[src/rtl/regfile_pkg.sv]
// Shared types and helpers for the multi-port register file.
// The slice macros keep the packed read-port indexing readable at call sites.

`define RF_SLICE(vec, k, w) vec[(k)*(w) +: (w)]

package regfile_pkg;

  // Sweep controller states.
  typedef enum logic [0:0] {
    ST_IDLE  = 1'b0,
    ST_CLEAR = 1'b1
  } state_t;

  // Default geometry of the datapath register file.
  localparam int DEF_ADDR_W = 5;
  localparam int DEF_DEPTH  = 1 << DEF_ADDR_W;

  // Number of entries addressed by an addr_w-bit address.
  function automatic int depth_of(input int addr_w);
    return 1 << addr_w;
  endfunction

  // Ceiling log2; clog2(1) is taken as 1 so that derived widths never collapse to 0.
  function automatic int clog2(input int value);
    int bits;
    bits = 0;
    while ((1 << bits) < value) begin
      bits = bits + 1;
    end
    if (bits == 0) begin
      bits = 1;
    end else begin
      bits = bits;
    end
    return bits;
  endfunction

endpackage

[src/rtl/regfile_rd_port.sv]
// One combinational read mux: blanking, hardwired zero entry and optional
// same-cycle bypass from the two write ports (port 1 has priority).

module regfile_rd_port
  import regfile_pkg::*;
#(
  parameter int DATA_W   = 32,
  parameter int ADDR_W   = 5,
  parameter int BYPASS   = 1,
  parameter int ZERO_REG = 1
) (
  input  logic [depth_of(ADDR_W)*DATA_W-1:0] mem,
  input  logic [ADDR_W-1:0]                  addr,
  input  logic                               blank,
  input  logic                               wen0,
  input  logic [ADDR_W-1:0]                  waddr0,
  input  logic [DATA_W-1:0]                  wdata0,
  input  logic                               wen1,
  input  logic [ADDR_W-1:0]                  waddr1,
  input  logic [DATA_W-1:0]                  wdata1,
  output logic [DATA_W-1:0]                  data
);

  // Select stored word, then override with zero or bypassed write data.
  always_comb begin
    data = mem[int'(addr)*DATA_W +: DATA_W];
    if (blank) begin
      data = {DATA_W{1'b0}};
    end else if ((ZERO_REG != 0) && (addr == {ADDR_W{1'b0}})) begin
      data = {DATA_W{1'b0}};
    end else if ((BYPASS != 0) && wen1 && (waddr1 == addr)) begin
      data = wdata1;
    end else if ((BYPASS != 0) && wen0 && (waddr0 == addr)) begin
      data = wdata0;
    end else begin
      data = mem[int'(addr)*DATA_W +: DATA_W];
    end
  end

endmodule

[src/rtl/regfile_mp.sv]
// Parametrised register file: NRD read ports, two prioritised write ports,
// hardwired zero entry, and a one-entry-per-cycle soft-clear sweep.

module regfile_mp
  import regfile_pkg::*;
#(
  parameter int DATA_W   = 32,
  parameter int ADDR_W   = 5,
  parameter int NRD      = 2,
  parameter int BYPASS   = 1,
  parameter int ZERO_REG = 1
) (
  input  logic                    clk,
  input  logic                    rst,
  input  logic                    clr_req,
  output logic                    busy,
  input  logic                    wen0,
  input  logic [ADDR_W-1:0]       waddr0,
  input  logic [DATA_W-1:0]       wdata0,
  input  logic                    wen1,
  input  logic [ADDR_W-1:0]       waddr1,
  input  logic [DATA_W-1:0]       wdata1,
  input  logic [NRD*ADDR_W-1:0]   raddr,
  output logic [NRD*DATA_W-1:0]   rdata,
  input  logic [ADDR_W-1:0]       dbg_addr,
  output logic [DATA_W-1:0]       dbg_data,
  output logic                    wr_conflict,
  output logic                    wr_drop
);

  localparam int DEPTH = depth_of(ADDR_W);
  localparam int PTR_W = clog2(DEPTH);

  state_t                   state_r;
  logic [PTR_W-1:0]         clr_ptr_r;
  logic [DATA_W-1:0]        mem_r [DEPTH];
  logic [DEPTH*DATA_W-1:0]  mem_flat_s;
  logic                     eff0_s;
  logic                     eff1_s;
  logic                     blank_s;

  // A write to the zero entry is not a real write: it never commits or flags.
  assign eff0_s  = wen0 & ~((ZERO_REG != 0) & (waddr0 == {ADDR_W{1'b0}}));
  assign eff1_s  = wen1 & ~((ZERO_REG != 0) & (waddr1 == {ADDR_W{1'b0}}));
  // Reads show zero while the sweep runs and while reset is held.
  assign blank_s = busy | rst;

  // Sweep controller with registered busy and offence flags.
  always_ff @(posedge clk or posedge rst) begin
    if (rst) begin
      state_r     <= ST_IDLE;
      clr_ptr_r   <= {PTR_W{1'b0}};
      busy        <= 1'b0;
      wr_conflict <= 1'b0;
      wr_drop     <= 1'b0;
    end else begin
      case (state_r)
        ST_IDLE: begin
          wr_drop     <= 1'b0;
          wr_conflict <= eff0_s & eff1_s & (waddr0 == waddr1);
          if (clr_req) begin
            state_r   <= ST_CLEAR;
            clr_ptr_r <= {PTR_W{1'b0}};
            busy      <= 1'b1;
          end else begin
            state_r   <= ST_IDLE;
            busy      <= 1'b0;
          end
        end
        ST_CLEAR: begin
          wr_conflict <= 1'b0;
          wr_drop     <= eff0_s | eff1_s;
          clr_ptr_r   <= clr_ptr_r + PTR_W'(1);
          if (clr_ptr_r == {PTR_W{1'b1}}) begin
            state_r <= ST_IDLE;
            busy    <= 1'b0;
          end else begin
            state_r <= ST_CLEAR;
            busy    <= 1'b1;
          end
        end
        default: begin
          state_r     <= ST_IDLE;
          clr_ptr_r   <= {PTR_W{1'b0}};
          busy        <= 1'b0;
          wr_conflict <= 1'b0;
          wr_drop     <= 1'b0;
        end
      endcase
    end
  end

  // Storage: sweep clears one entry per edge; otherwise port 1 lands last and wins.
  always_ff @(posedge clk or posedge rst) begin
    if (rst) begin
      for (int i = 0; i < DEPTH; i++) begin
        mem_r[i] <= {DATA_W{1'b0}};
      end
    end else if (state_r == ST_CLEAR) begin
      mem_r[clr_ptr_r] <= {DATA_W{1'b0}};
    end else begin
      if (eff0_s) begin
        mem_r[waddr0] <= wdata0;
      end
      if (eff1_s) begin
        mem_r[waddr1] <= wdata1;
      end
    end
  end

  for (genvar g = 0; g < DEPTH; g++) begin : g_flat
    assign mem_flat_s[g*DATA_W +: DATA_W] = mem_r[g];
  end

  for (genvar k = 0; k < NRD; k++) begin : g_rd
    regfile_rd_port #(
      .DATA_W(DATA_W), .ADDR_W(ADDR_W), .BYPASS(BYPASS), .ZERO_REG(ZERO_REG)
    ) u_rd (
      .mem    (mem_flat_s),
      .addr   (`RF_SLICE(raddr, k, ADDR_W)),
      .blank  (blank_s),
      .wen0   (eff0_s),
      .waddr0 (waddr0),
      .wdata0 (wdata0),
      .wen1   (eff1_s),
      .waddr1 (waddr1),
      .wdata1 (wdata1),
      .data   (`RF_SLICE(rdata, k, DATA_W))
    );
  end

  // The debug view shows stored contents only, never in-flight write data.
  regfile_rd_port #(
    .DATA_W(DATA_W), .ADDR_W(ADDR_W), .BYPASS(0), .ZERO_REG(ZERO_REG)
  ) u_dbg (
    .mem    (mem_flat_s),
    .addr   (dbg_addr),
    .blank  (blank_s),
    .wen0   (eff0_s),
    .waddr0 (waddr0),
    .wdata0 (wdata0),
    .wen1   (eff1_s),
    .waddr1 (waddr1),
    .wdata1 (wdata1),
    .data   (dbg_data)
  );

endmodule

[config.mk]
export PLATFORM = sky130hd
export DESIGN_NAME = regfile_mp
export DESIGN_NICKNAME = d
export VERILOG_FILES = /design/src/rtl/regfile_pkg.sv /design/src/rtl/regfile_rd_port.sv /design/src/rtl/regfile_mp.sv
export SDC_FILE = /design/constraint.sdc
export NUM_CORES = 2
export LEC_CHECK = 0
export CORE_ASPECT_RATIO = 1.5
export CORE_MARGIN = 2
export CORE_UTILIZATION = 40
export CTS_CLUSTER_DIAMETER = 50
export DETAILED_ROUTE_END_ITERATION = 8
export MAX_ROUTING_LAYER = met4
export PLACE_DENSITY = 0.58
export SLEW_MARGIN = 20
export SYNTH_ARGS = -nofsm -noshare
export SYNTH_HDL_FRONTEND = slang
export SYNTH_SLANG_ARGS = --single-unit
[constraint.sdc]
create_clock -name clk -period 43.7 [get_ports clk]
set_input_delay 6.555 -clock clk [delete_from_list [all_inputs] [get_ports clk]]
set_output_delay 6.555 -clock clk [all_outputs]
set_load 0.01 [all_outputs]
## Word-level counts from Yosys, hierarchy flattened

Cells that the tools add are included.

- Word-level logic and storage cells: 108
- Output and inout bits: 99
- Bits in registers: 1032

- Eq/ne operators: 7
- Add/subtract/negate cells: 1
- Reduce and logical (&&, ||, !) cells: 12
- Muxes and demuxes: 29
- Magnitude comparators: 6
- Bitwise gates (word level): 14
- Shift operators: 3

Operators with widths:

| cell | number |
|---|---|
| $mux W1024 | 4 |
| $shiftx A1024 B11 Y32 | 3 |
| $bwmux W1024 | 2 |
| $and A1024 B1024 Y1024 | 1 |
| $not A1024 Y1024 | 1 |
| $demux W32 S5 | 3 |
| $mux W32 | 13 |
| $eq A5 B5 Y1 | 5 |
| $logic_not A5 Y1 | 5 |
| $ge A6 B6 Y1 const B | 3 |
| $lt A6 B1 Y1 const B | 3 |
| $not A5 Y6 | 3 |
| $pmux W5 S2 | 1 |
| $logic_and A1 B1 Y1 | 7 |
| $pmux W1 S2 | 3 |
| $add A5 B1 Y5 const B | 1 |
| $eq A5 B5 Y1 const B | 1 |
| $mux W5 | 1 |
| $and A1 B1 Y1 | 4 |
| $not A1 Y1 | 3 |
| $mux W1 | 2 |
| $ne A2 B2 Y1 const B | 1 |
| $or A1 B1 Y1 | 2 |

## Longest topological paths before layout

- Depth after elaboration: 11
- Gate-level depth with buffers: 10

## Cells and area by module

A second synthesis with hierarchy kept.

- Cell total of the unflattened synthesis: 7492
- Area, all modules: 73805.8 um^2

Modules (own cells, without submodules):

| module | seq. area each (um^2) | instances | area an instance (um^2) | cells an instance |
|---|---|---|---|---|
| regfile_mp | 25824.8 | 1 | 46565.9 | 4413 |
| regfile_rd_port (g_rd[0].u_rd ...) | 0.0 | 2 | 9591.7 | 1104 |
| regfile_rd_port (u_dbg) | 0.0 | 1 | 8056.5 | 871 |

## Least setup slack after synthesis

Ideal clock, no wire load.

- Path kind: input-to-output
- Start point: input port dbg_addr[0]
- End point: output port dbg_data[10]
- Buffers on the path: 3
- Slack: 28.990 ns
- Arrival: 8.155 ns
- Cell stages on the path: 7
- Path through: buf_6 buf_6 buf_2 mux4_2 a211o_1 a21oi_1 nor3_1

- Cells in the longest elaborated chain, start to end: 3
- Elaborated cells between the ends (all ways): 4

RTL lines:

| item | RTL line | text |
|---|---|---|
| start: declaration | regfile_mp.sv:25 | `input logic [ADDR_W-1:0] dbg_addr,` |
| $shiftx A1024 B11 Y32 / $logic_not A5 Y1 (equally long branches) | regfile_rd_port.sv:36, regfile_rd_port.sv:29 |  |
| $mux W32 (*) | regfile_rd_port.sv:29 | `end else if ((ZERO_REG != 0) && (addr == {ADDR_W{1'b0}})) begin` |
| $mux W32 (*) | regfile_rd_port.sv:27 | `if (blank) begin` |
| end: declaration | regfile_mp.sv:26 | `output logic [DATA_W-1:0] dbg_data,` |

Every way passes the cells marked *; elsewhere a longest branch is shown, timed or not.

## Final worst setup path

- Start point: input port raddr[2]
- End point: output port rdata[13]

- Cells in the longest elaborated chain, start to end: 6
- Elaborated cells between the ends (all ways): 10

RTL lines:

| item | RTL line | text |
|---|---|---|
| start: declaration | regfile_mp.sv:23 | `input logic [NRD*ADDR_W-1:0] raddr,` |
| branches (longest 4 deep; another with $shiftx A1024 B11 Y32) | n/a |  |
| $mux W32 (*) | regfile_rd_port.sv:29 |  |
| $mux W32 (*) | regfile_rd_port.sv:27 |  |
| end: declaration | regfile_mp.sv:24 | `output logic [NRD*DATA_W-1:0] rdata,` |

Mark *: on every way between the ends.

==> PnR_summary.wiki <==
{| class="wikitable"
! Metric !! Value
|-
| Run status || complete, but fails checks
|-
| Violations in the final reports || DRC
|-
| Final count of pins violating max slew || 0
|-
| TritonCTS clock tree || yes
|-
| Proportion of synthesized flip-flops having asynchronous set or reset || 1.00
|-
| Maximum buffer depth of the clock tree || 4
|-
| Clock insertion delay at the later pin of the skew report || 0.85 ns
|-
| Worst-Margin Slew || 1.26 ns
|-
| Vias after detailed routing || 84400
|-
| Max-capacitance violation count || 0
|-
| Leftover overflow at the end of global routing || 0
|-
| Top cells by area in the synthesized netlist || sky130_fd_sc_hd__dfrtp_1, sky130_fd_sc_hd__mux2i_1, sky130_fd_sc_hd__mux4_2
|-
| Num rows || 206
|-
| Top cell by count, worst path || sky130_fd_sc_hd__buf_4
|-
| Critical Path Fanout Max || 77
|-
| Inst Count DP || 11000
|-
| Sw Ratio || 0.418
|-
| Setup repair bufs after CTS || 0
|-
| Cell taking the most area after synthesis || sky130_fd_sc_hd__dfrtp_1
|-
| Total GRT Usage || 0.429
|-
| Maximum number of pins on one net before global-route repair || 158
|-
| Number of antenna violations at the first check in global routing || 45
|-
| Crit. End Element || primary output
|-
| Die height || 566 um
|-
| Layout area overhead || 10.5%
|-
| Final Cell Area || 93200 um^2
|-
| Yosys reg bits || 1032
|-
| Die outline width || 379 um
|-
| Upper clock frequency limit || 53.2 MHz
|-
| Total Negative Setup Slacks || 0 ns
|-
| Ys flop type || sky130_fd_sc_hd__dfrtp_1
|-
| Number of inserted filler cells in the final layout || 19800
|-
| Routed wire length || 460000 um
|-
| Vias in the first global route || 79200
|-
| Overall power after layout || 5.07 mW
|-
| Delay contributed by the slowest stage of the critical path || 0.87 ns
|-
| Arrival time reported for the critical path endpoint || 12.23 ns
|-
| Slowest stage cell, crit path || sky130_fd_sc_hd__buf_4
|-
| Core outline area || 210000 um^2
|-
| Share of power burned in combinational logic || 0.401
|-
| Count of port buffers added during placement || 192
|-
| Global placer's final weighted congestion || 1.02
|-
| Sequential-to-total area share from yosys stat || 0.306
|-
| Fin cells || 11300
|-
| Count of clock tree sinks || 1032
|-
| HPWL after detailed placement || 262000 um
|-
| Sort of element at the start of the critical path || input pin
|-
| Final hold violation count || 0
|-
| Number of nets in the final layout || 8401
|-
| Average routed wire per standard cell || 40.7 um
|-
| Synthesized cell area || 84400 um^2
|-
| H-tree Lvls || 4
|-
| Wire length of the first global-routing pass || 634000 um
|-
| Number of warnings reported in the yosys synthesis log || 0
|-
| Hold WC Path Type || reg2reg
|-
| Number of standard cells after synthesis || 8790
|-
| Most used standard cell by instance count after synthesis || sky130_fd_sc_hd__mux2i_1
|-
| Remaining number of nets flagged by the antenna check after routing || 0
|-
| DRC violations left || 1
|-
| Sw Pwr || 2.12 mW
|-
| Minimum clock period after layout || 18.78 ns
|-
| Placed instance area || 88200 um^2
|-
| Iteration-0 DRC count of the detailed router || 14100
|-
| Worst slew margin relative to its limit || 0.160
|-
| Detailed-routing iteration count for the pre-antenna-repair pass || 9
|-
| Final worst path period share || 0.430
|-
| Initial cell density of the core || 0.402
|-
| Die area || 215000 um^2
|-
| TritonCTS Buffers || 144
|-
| Net count after synthesis || 8889
|-
| Count of hold-fix buffers inserted at cts || 0
|-
| Req. time, crit path || 37.15 ns
|-
| Register area || 25800 um^2
|-
| Clock slew seen by the registers of the worst setup and hold paths || 0.07 ns
|-
| Cells along the critical path || buf_8 -> buf_4 -> buf_4 -> buf_4 -> buf_4 -> mux2i_1 -> a22oi_1 -> nand3_1 -> and4_1 -> o2bb2ai_1 -> clkdlybuf4s50_1
|-
| Top-Level Pins || 193
|-
| Total internal power || 2.95 mW
|-
| RSZ-0062 raised after global routing || false
|-
| Leak Pwr || 39.5 nW
|-
| VDD IR-drop max || 57.9 uV
|-
| P per Cell Area || 54.4 nW/um^2
|-
| Area taken by multi-input logic gates || 54600 um^2
|-
| Total of cells resized after clock tree synthesis || 0
|-
| Final worst clock skew || 0.0300 ns
|-
| Post-synth top cells || sky130_fd_sc_hd__mux2i_1, sky130_fd_sc_hd__a21oi_1, sky130_fd_sc_hd__dfrtp_1
|-
| Count of distinct cell types in the synthesized netlist || 66
|-
| Root buffer selected by CTS || sky130_fd_sc_hd__clkbuf_16
|-
| Avg Synthesized Cell Area || 9.60 um^2
|-
| Count of flip-flops with a built-in enable after synthesis || 0
|-
| Total of endpoints with negative setup slack in the final report || 0
|-
| Fraction of final layout cells sized beyond drive strength 1 || 0.150
|-
| Via count normalized by instance count || 7.48
|-
| Proportion of power drawn by the clock network || 0.244
|-
| Critical setup path kind || in2out
|-
| Synth top area share || 0.306
|-
| Hold WS || 0.546 ns
|-
| Sequential Power Share || 0.355
|}
[kinds of logic (layout without fill, tap and decap cells)]
group / count (synthesis) / in the layout / share of synthesized area
AOI/OAI and AO/OA: 2815 / 2815 / 0.226
adders and majority gates: 5 / 5 / 0.000742
buffers and inverters: 1128 / 742 / 0.0592
xor gates and xnor gates: 27 / 27 / 0.00280
DFF: 1032 / 1032 / 0.306
other: 0 / 71 / 0
muxes: 2037 / 2037 / 0.313
and+or+nand+nor: 1746 / 1746 / 0.0922
[power by group through the flow]
stage	logic (mW)	registers, mW	clock network, mW
final	2.03	1.80	1.24
after global placement	1.90	1.76	0
after floorplan	1.41	1.60	0
after detailed placement	1.95	1.79	0
after CTS	1.95	1.77	1.23
after global routing	2.12	1.84	1.27
[state kept, by name (all words and copies together) (netlist names)]
register and count:
clr_ptr_r 5, mem_flat_s 1024, state_r 1, wr_conflict 1, wr_drop 1
[metal layers]
layer	GRT usage	part of all wire	vias up
li1	-	-	32600
met3	0.197	0.16	2623
met1	0.485	0.33	41400
met2	0.567	0.40	7713
met5	-	0	-
met4	0.367	0.11	0
[path summary, 6_finish.rpt]
path | from | end | slack (ns) | cells past startpoint
min in group asynchronous | rst | mem_flat_s[260] | 6.33 | 2
hold / removal | mem_flat_s[30] | mem_flat_s[30] | 0.55 | 1
max in group asynchronous | rst | mem_flat_s[876] | 34.21 | 5
hold reg to reg | mem_flat_s[30] | mem_flat_s[30] | 0.55 | 1
setup / recovery | raddr[2] | rdata[13] | 24.92 | 11
setup reg to reg | state_r | mem_flat_s[410] | 39.38 | 8
[layout make-up]
class	instances	share of cell area
clock buffers	184	0.0430
diodes	71	0.00191
multi-input cells	6630	0.586
clock inverters	64	0.00796
well taps	2808	0.0377
repair buffers	481	0.0454
inverters	13	0.000685
flip-flops and latches	1032	0.277
[critical path, delay by kind of cell]
kind	cells	cell delay, ns
AND/OR/NAND/NOR	2	0.36
multiplexers	1	0.18
AO/OA/AOI/OAI	2	0.54
buffers and inverters	6	4.24
[per-stage QoR]
stage,util,setup slack (ns)
final,0.444,24.92
after global routing,0.444,24.93
after CTS,0.443,25.21
after detailed placement,0.420,25.21
after global placement,0.420,25.24
after floorplan,-,8.10
[cell usage in the layout, fill, tap and decap left out, types with 16 or more instances in the layout]
master and n:
sky130_fd_sc_hd__mux2i_1 1451, sky130_fd_sc_hd__a21oi_1 1052, sky130_fd_sc_hd__dfrtp_1 1031, sky130_fd_sc_hd__nor2_1 903, sky130_fd_sc_hd__a22o_1 841, sky130_fd_sc_hd__mux4_2 472
sky130_fd_sc_hd__nand2_1 359, sky130_fd_sc_hd__buf_4 283, sky130_fd_sc_hd__o21ai_0 239, sky130_fd_sc_hd__clkdlybuf4s50_1 180, sky130_fd_sc_hd__a22oi_1 161, sky130_fd_sc_hd__clkbuf_16 147
sky130_fd_sc_hd__nand3_1 144, sky130_fd_sc_hd__o22ai_1 123, sky130_fd_sc_hd__mux2_2 114, sky130_fd_sc_hd__diode_2 71, sky130_fd_sc_hd__o31ai_1 66, sky130_fd_sc_hd__o221ai_1 55
sky130_fd_sc_hd__nor2b_1 43, sky130_fd_sc_hd__and4_1 38, sky130_fd_sc_hd__nand2_4 36, sky130_fd_sc_hd__and3_1 34, sky130_fd_sc_hd__and2_1 33, sky130_fd_sc_hd__o22a_1 32
sky130_fd_sc_hd__o2111ai_1 32, sky130_fd_sc_hd__o211ai_1 32, sky130_fd_sc_hd__o2bb2ai_1 32, sky130_fd_sc_hd__a221oi_1 30, sky130_fd_sc_hd__nor3_1 23, sky130_fd_sc_hd__nor2_4 22
sky130_fd_sc_hd__a32o_1 22, sky130_fd_sc_hd__nor4bb_1 21, sky130_fd_sc_hd__a211o_1 20, sky130_fd_sc_hd__clkinv_2 20, sky130_fd_sc_hd__clkbuf_8 19, sky130_fd_sc_hd__o21ai_1 18
sky130_fd_sc_hd__clkbuf_1 18, sky130_fd_sc_hd__xor2_1 16
(Power assumes the default switching activity.)
